### config.mk
export PLATFORM = sky130hd
export DESIGN_NAME = calc_accum_core
export DESIGN_NICKNAME = d
export VERILOG_FILES = /design/src/rtl/calc_pkg.sv /design/src/rtl/calc_hist_stack.sv /design/src/rtl/calc_accum_core.sv
export SDC_FILE = /design/constraint.sdc
export NUM_CORES = 1
export LEC_CHECK = 0
export CAP_MARGIN = 20
export CORE_MARGIN = 10
export CORE_UTILIZATION = 45
export CTS_BUF_LIST = sky130_fd_sc_hd__clkbuf_4
export DETAILED_ROUTE_END_ITERATION = 10
export DONT_BUFFER_PORTS = 1
export GPL_TIMING_DRIVEN = 0
export PLACE_DENSITY = 0.6
export SYNTH_ARGS = -nofsm -noshare
export SYNTH_HDL_FRONTEND = slang
export SYNTH_SLANG_ARGS = --single-unit
### constraint.sdc
create_clock -name clk -period 5 [get_ports clk]
set_input_delay 1 -clock clk [delete_from_list [all_inputs] [get_ports clk]]
set_output_delay 1 -clock clk [all_outputs]
set_load 0.1 [all_outputs]
### src/rtl/calc_pkg.sv
// Shared opcode encoding and flag bit positions for the accumulator calculator.
package calc_pkg;

    typedef enum logic [3:0] {
        OP_ADD  = 4'h0,
        OP_SUB  = 4'h1,
        OP_OR   = 4'h2,
        OP_AND  = 4'h3,
        OP_XOR  = 4'h4,
        OP_LSL  = 4'h5,
        OP_LSR  = 4'h6,
        OP_ASR  = 4'h7,
        OP_NEG  = 4'h8,
        OP_INV  = 4'h9,
        OP_REV  = 4'hA,
        OP_UNDO = 4'hB,
        OP_LOAD = 4'hC,
        OP_LT   = 4'hD,
        OP_GT   = 4'hE,
        OP_EQ   = 4'hF
    } opcode_e;

    localparam int FLG_CARRY = 2;
    localparam int FLG_NEG   = 1;
    localparam int FLG_ZERO  = 0;

endpackage

### src/rtl/calc_hist_stack.sv
// Circular LIFO of prior accumulator values; a push when full overwrites the oldest entry.
module calc_hist_stack #(
    parameter int WIDTH = 8,
    parameter int DEPTH = 4
) (
    input  logic                       clk,
    input  logic                       rst,
    input  logic                       push,
    input  logic                       pop,
    input  logic [WIDTH-1:0]           din,
    output logic [WIDTH-1:0]           dout,
    output logic [$clog2(DEPTH+1)-1:0] count
);

    localparam int PW = (DEPTH > 1) ? $clog2(DEPTH) : 1;
    localparam int CW = $clog2(DEPTH+1);

    logic [WIDTH-1:0] mem [DEPTH];
    logic [PW-1:0]    wr_ptr;
    logic [PW-1:0]    top_idx;

    // Most recent entry sits one slot behind the write pointer, wrapping at DEPTH.
    always_comb begin
        top_idx = (wr_ptr == '0) ? PW'(DEPTH - 1) : wr_ptr - PW'(1);
        dout    = mem[top_idx];
    end

    // Write pointer and valid count; the count saturates so old entries are silently lost.
    always_ff @(posedge clk) begin
        if (rst) begin
            wr_ptr <= '0;
            count  <= '0;
        end else if (push) begin
            wr_ptr <= (wr_ptr == PW'(DEPTH - 1)) ? '0 : wr_ptr + PW'(1);
            if (count != CW'(DEPTH))
                count <= count + CW'(1);
        end else if (pop && count != '0) begin
            wr_ptr <= top_idx;
            count  <= count - CW'(1);
        end
    end

    // Entry storage; contents beyond count are don't-care so no reset is needed.
    always_ff @(posedge clk) begin
        if (push)
            mem[wr_ptr] <= din;
    end

endmodule

### src/rtl/calc_accum_core.sv
// Accumulator ALU with edge-detected strobe, undo history, status flags and done/error pulses.
module calc_accum_core
    import calc_pkg::*;
#(
    parameter int WIDTH = 8,
    parameter int DEPTH = 4
) (
    input  logic                       clk,
    input  logic                       rst,
    input  logic                       ena,
    input  logic                       op_strobe,
    input  logic [3:0]                 op,
    input  logic [WIDTH-1:0]           operand,
    output logic [WIDTH-1:0]           acc_out,
    output logic [2:0]                 flags,
    output logic                       done,
    output logic                       undo_err,
    output logic [$clog2(DEPTH+1)-1:0] hist_count
);

    logic             strobe_q;
    logic             fire;
    opcode_e          opc;
    logic [WIDTH:0]   wide;
    logic [WIDTH-1:0] res;
    logic             carry;
    logic             writes;
    logic             is_cmp;
    logic             is_undo;
    logic             cond;
    logic             hist_empty;
    logic [WIDTH-1:0] hist_top;
    logic             push;
    logic             pop;

    assign fire       = ena & op_strobe & ~strobe_q;
    assign hist_empty = (hist_count == '0);
    assign push       = fire & writes;
    assign pop        = fire & is_undo & ~hist_empty;

    calc_hist_stack #(
        .WIDTH(WIDTH),
        .DEPTH(DEPTH)
    ) u_hist (
        .clk  (clk),
        .rst  (rst),
        .push (push),
        .pop  (pop),
        .din  (acc_out),
        .dout (hist_top),
        .count(hist_count)
    );

    // ALU next value, carry and op class for the current opcode.
    always_comb begin
        opc     = opcode_e'(op);
        wide    = '0;
        res     = acc_out;
        carry   = 1'b0;
        writes  = 1'b0;
        is_cmp  = 1'b0;
        is_undo = 1'b0;
        cond    = 1'b0;
        case (opc)
            OP_ADD: begin
                wide   = {1'b0, acc_out} + {1'b0, operand};
                res    = wide[WIDTH-1:0];
                carry  = wide[WIDTH];
                writes = 1'b1;
            end
            OP_SUB: begin
                wide   = {1'b0, acc_out} - {1'b0, operand};
                res    = wide[WIDTH-1:0];
                carry  = wide[WIDTH];
                writes = 1'b1;
            end
            OP_OR:  begin res = acc_out | operand; writes = 1'b1; end
            OP_AND: begin res = acc_out & operand; writes = 1'b1; end
            OP_XOR: begin res = acc_out ^ operand; writes = 1'b1; end
            OP_LSL: begin
                res    = {acc_out[WIDTH-2:0], 1'b0};
                carry  = acc_out[WIDTH-1];
                writes = 1'b1;
            end
            OP_LSR: begin
                res    = {1'b0, acc_out[WIDTH-1:1]};
                carry  = acc_out[0];
                writes = 1'b1;
            end
            OP_ASR: begin
                res    = {acc_out[WIDTH-1], acc_out[WIDTH-1:1]};
                carry  = acc_out[0];
                writes = 1'b1;
            end
            OP_NEG: begin res = '0 - acc_out; writes = 1'b1; end
            OP_INV: begin res = ~acc_out; writes = 1'b1; end
            OP_REV: begin
                for (int unsigned i = 0; i < WIDTH; i++)
                    res[i] = acc_out[WIDTH-1-i];
                writes = 1'b1;
            end
            OP_UNDO: is_undo = 1'b1;
            OP_LOAD: begin res = operand; writes = 1'b1; end
            OP_LT: begin is_cmp = 1'b1; cond = $signed(acc_out) <  $signed(operand); end
            OP_GT: begin is_cmp = 1'b1; cond = $signed(acc_out) >  $signed(operand); end
            OP_EQ: begin is_cmp = 1'b1; cond = (acc_out == operand); end
            default: ;
        endcase
    end

    // Strobe edge tracking, accumulator/flag commit and one-cycle result pulses.
    always_ff @(posedge clk) begin
        if (rst) begin
            strobe_q <= 1'b1;
            acc_out  <= '0;
            flags    <= '0;
            done     <= 1'b0;
            undo_err <= 1'b0;
        end else begin
            strobe_q <= op_strobe;
            done     <= fire;
            undo_err <= fire & is_undo & hist_empty;
            if (fire) begin
                if (writes) begin
                    acc_out          <= res;
                    flags[FLG_CARRY] <= carry;
                    flags[FLG_NEG]   <= res[WIDTH-1];
                    flags[FLG_ZERO]  <= (res == '0);
                end else if (is_cmp) begin
                    flags <= {2'b00, cond};
                end else if (is_undo && !hist_empty) begin
                    acc_out          <= hist_top;
                    flags[FLG_CARRY] <= 1'b0;
                    flags[FLG_NEG]   <= hist_top[WIDTH-1];
                    flags[FLG_ZERO]  <= (hist_top == '0);
                end
            end
        end
    end

endmodule

* Word level (Yosys, flattened, before mapping)
Memories as Yosys holds them, arrays and structs flattened.
Cells that the tools add are included.
** Storage, ports and cells
- Memory bits (writable) :: 32
- Memories :: 1
- Logic and storage cells :: 88
- Flip-flop bits (word level) :: 19
- Output and inout port bits :: 16
- Input port bits :: 16
** Cells by class
- Add/subtract/negate cells :: 7
- Order comparisons :: 2
- Reduce and logical (&&, ||, !) cells :: 18
- Equal/unequal tests :: 20
- Bitwise operators :: 12
- Mux-type cells :: 21
** Memory list
- u_hist.mem :: depth 4, width 8, rd ports 1, clocked after memory_dff 0, write ports 1, line calc_hist_stack.sv:18 : logic [WIDTH-1:0] mem [DEPTH];
** Operator list (number)
- 8-bit one-hot mux with 12 select lines :: 1
- 4-bit == test, second input constant :: 8
- 8-bit two-way mux :: 3
- 3-bit two-way mux :: 6
- 4-bit by 3-bit == test with 1-bit output, second input constant :: 4
- 8-bit zero test :: 2
- 12-bit OR reduction :: 1
- 8-bit by 8-bit adder with 9-bit output :: 1
- 8-bit by 8-bit subtractor with 9-bit output :: 1
- 8-bit bitwise AND :: 1
- 4-bit by 2-bit == test with 1-bit output, second input constant :: 2
- 8-bit == test :: 1
- 8-bit greater-than comparator :: 1
- 8-bit less-than comparator :: 1
- 2-bit two-way mux :: 4
- 8-bit NOT :: 1
- 8-bit OR :: 1
- 1-bit by 8-bit subtractor with 8-bit output, first input constant :: 1
- 8-bit bitwise XOR :: 1
- 1-bit bitwise AND :: 6
- 3-bit nonzero test :: 2
- 1-bit two-way mux :: 5
- 4-bit by 1-bit == test with 1-bit output, second input constant :: 1
- 4-bit zero test :: 1
- other kinds (20) :: 24

* Depth between registers and ports, before layout
- Word-level depth :: 7
- Depth in mapped cells :: 11
- Depth with buffers taken out :: 10

* By module
From an unflattened synthesis, not the netlist that was laid out.
** Unflattened totals
- Cell total of the unflattened synthesis :: 420
- Area, all modules :: 3986.3 µm²
** By module, submodules not included
- calc_accum_core :: sequential area each 280.3 µm², cells an instance 335, instances 1, area each 2439.8 µm²
- calc_hist_stack :: sequential area each 1061.0 µm², cells an instance 85, instances 1, area each 1546.5 µm²

* Worst setup path before layout
OpenSTA, ideal clock, no wires.
- Path kind :: register to register
- Start :: register acc_out[1]
- End :: register acc_out[7]
- Data arrival time :: 3250 ps
- Data required time :: 4883 ps
- Buffers on the path :: 0
- Period minus slack after synthesis :: 3367 ps
- Slack :: 1633 ps
- Cell stages (with the launch flop) :: 10
- Library setup time :: 117 ps
- Cells stage by stage :: dfxtp_1 > inv_1 > ha_1 > a211oi_1 > nor2_1 > o41ai_1 > mux2i_1 > nor4_1 > a211oi_2 > a31o_1
** On the way
- Word-level cells in the longest chain between the ends :: 3
- Elaborated cells between the ends (all ways) :: 5
- Classes of those cells :: add/sub (3); mux (2)
** RTL lines
- start: declaration :: line calc_accum_core.sv:14 : output logic [WIDTH-1:0] acc_out,
- start signal: assignment :: line calc_accum_core.sv:125 : acc_out <= res;
- start signal: assignment :: line calc_accum_core.sv:132 : acc_out <= hist_top;
- 1-bit by 8-bit subtractor with 8-bit output, or another cell as far along :: line calc_accum_core.sv:95 : OP_NEG: begin res = '0 - acc_out; writes = 1'b1; end
- 8-bit one-hot mux with 12 select lines (*) :: line calc_accum_core.sv:64 : case (opc)
- 8-bit two-way mux (*) :: line calc_accum_core.sv:124 : if (writes) begin
Mark *: on every way between the ends. The rest lies on a longest branch, timed or not.
A chain may end at the register's enable or synchronous reset.

* Worst setup path after layout
Same ends and word-level chain as after synthesis.

==> metrics <==
register share of total power=54.0%; sequential share of the synthesized area=32.82%; skew final=0.006906 ns; Logic pwr share=23.5%; worst vdd ir=0.1384 mV; top cells by count, synth=nor2_1, nand2_1, edfxtp_1; H-tree depth=2; number of max-cap violations=0; Die Width=115.3 um; post-CTS setup buffer count=0; die height=115.3 um; sum of negative setup slack=0 ns; Sw Pwr=281.8 uW; hold_ws=0.5606 ns; actual slew at the worst max-slew pin=1.123 ns; Top FF cell, synth=edfxtp_1; cell count after synthesis=453; design area=4537 um2; top-count cell post-synth=nor2_1; Total Wirelength=12930 um; Tmin final=3.816 ns; max-slew violations=0; Setup-failing EPs final=0; Synth top area share=23.52%; final setup margin=1.184 ns; Reg area=1341 um2; crit path launch type=register; Post-synth EDFFs=32; Clock Path Buffers=2; CTS root buf=clkbuf_4; Core ar.=8763 um2; min-delay worst type=reg -> reg; NumNets Final=522; RSZ-0062 raised after global routing=false; Worst EP required=5.29 ns; GP Congestion=0.9681; Mapped Area=4086 um2; DRC Markers=0; die area=13290 um2; I/O pin total=32; DP HPWL=10000 um; Internal=577.7 uW; pin count of the biggest net entering global routing=18; total power=859.5 uW; DR iter-0 viols=508; Max Freq=262.0 MHz; Worst setup EP type=register; Area growth syn-to-layout=11.02%; Sw Share=32.78%; pre-CTS setup slack=0.7145 ns; critical path type=reg -> reg; post-synthesis cell type count=70; FF+latch count, synth=51; arrival time at the worst endpoint=4.10 ns; Tcrit/Tclk final=76.32%; Via density=6.414; clk slew on worst S/H paths=0.15 ns; Final ANT Viol Nets=0; post-cts hold buffer count=0; vias in the first global route=3402; later-pin clock latency in the skew report=0.37 ns; DR vias=3733; Overflow after GRT=0; pwr dens=189.4 nW/um2; TritonCTS Sinks=51; dpl cell area=4444 um2; share of layout cells above drive strength 1=10.76%; Leakage=1.665 nW; drt wl/cell=22.22 um; status=complete, no violations; Yosys top cell by area=edfxtp_1; Avg Cell Area, Syn=9.021 um2; TritonCTS clock tree=built; number of inserted diodes=0; first-pass GRT wire length=20020 um; CTS resizes=0; initial antenna violation count=0; DR pass1 iterations=6; clock share of power=22.5%; CTS Buf Count=5; Starting Density=46.63%; Multi-input gate area=2496 um2; Hold Fails Final Rpt=0; Buffers on Ports=0; GRT Total Usage=19.05%; Worst slew margin=25.02%; Ys Warns=0; Async SR Flop Fraction=0%; CP Max Fanout=11; Layout fillers=823; ranking of synthesized cells by area=edfxtp_1, dfxtp_1, ha_1; Syn Nets=502; Rows=34
[cell usage in the layout (no fill, tap or decap), types with 8 or more instances in the layout]
master,instances
nor2b_1,8
buf_2,13
nand2b_1,10
o21ai_0,23
dfxtp_1,19
o211ai_1,9
a21oi_1,30
edfxtp_1,32
buf_16,8
nand2_1,36
inv_1,30
ha_1,30
clkbuf_1,11
nor3_1,12
mux4_2,8
mux2i_1,8
nor2_1,37
xnor2_1,10
[per-stage QoR]
step                utilization, %  instances
floorplan                        -        453
global placement             48.17        561
detailed placement           50.71        572
CTS                          51.41        580
global route                 51.77        582
finish                       51.77        582
[critical path, cell delays in order, from the launching register on]
cell and delay (ns):
dfxtp_1 0.70, inv_1 0.32, ha_1 0.50, o21bai_1 0.11, a21oi_1 0.52, o22ai_1 0.22
o311a_1 0.33, nor4_1 0.64, a211oi_2 0.18, a31o_1 0.21
[cell type report]
cell class,count,area share [%]
clock inverter,3,0.5240
timing repair buffer,13,5.598
clock buffer,5,0.8274
multi-input combinational,344,55.02
buffer,28,3.006
tap,108,2.978
inverter,30,2.482
sequential,51,29.56
[per-layer routing]
metal  GRT usage, %  part of all wire (%)
met5              0                     0
met4          2.970                  0.95
met3          4.010                    10
met2          27.44                    42
met1          28.73                    46
[flip-flops by register name, summed over array words and instances, names as in the netlist]
| register | flops |
|---|---|
| strobe_q | 1 |
| u_hist.count | 3 |
| done | 1 |
| u_hist.wr_ptr | 2 |
| flags | 3 |
| u_hist.mem | 32 |
| acc_out | 8 |
| undo_err | 1 |
[cells by family (layout without fill, tap and decap cells)]
kind of cell	Yosys count	in the layout	share of synthesized area (%)
flip-flops	51	51	32.82
AO/OA/AOI/OAI	129	129	21.74
AND/OR/NAND/NOR	152	152	19.23
buffers and inverters	58	79	6.093
XOR/XNOR	12	12	2.572
adder cells (fa/ha/maj)	34	34	10.90
multiplexers	17	17	6.644
[power groups by stage]
stage	combinational (mW)	sequential, mW	clock, mW
3_3_place_gp	0.172	0.485	0
2_1_floorplan	0.126	0.481	0
5_1_grt	0.216	0.465	0.217
6_report	0.202	0.464	0.194
3_5_place_dp	0.191	0.475	0
4_1_cts	0.192	0.466	0.198
[path summary, 6_finish.rpt]
check                           cells after the start  slack [ns]          endpoint              from
worst max-delay path                                9        1.18        acc_out[7]        acc_out[1]
worst min-delay path                                2        0.56  u_hist.wr_ptr[1]  u_hist.wr_ptr[1]
worst max register to register                      9        1.18        acc_out[7]        acc_out[1]
worst min register to register                      2        0.56  u_hist.wr_ptr[1]  u_hist.wr_ptr[1]
(Power assumes the default switching activity.)
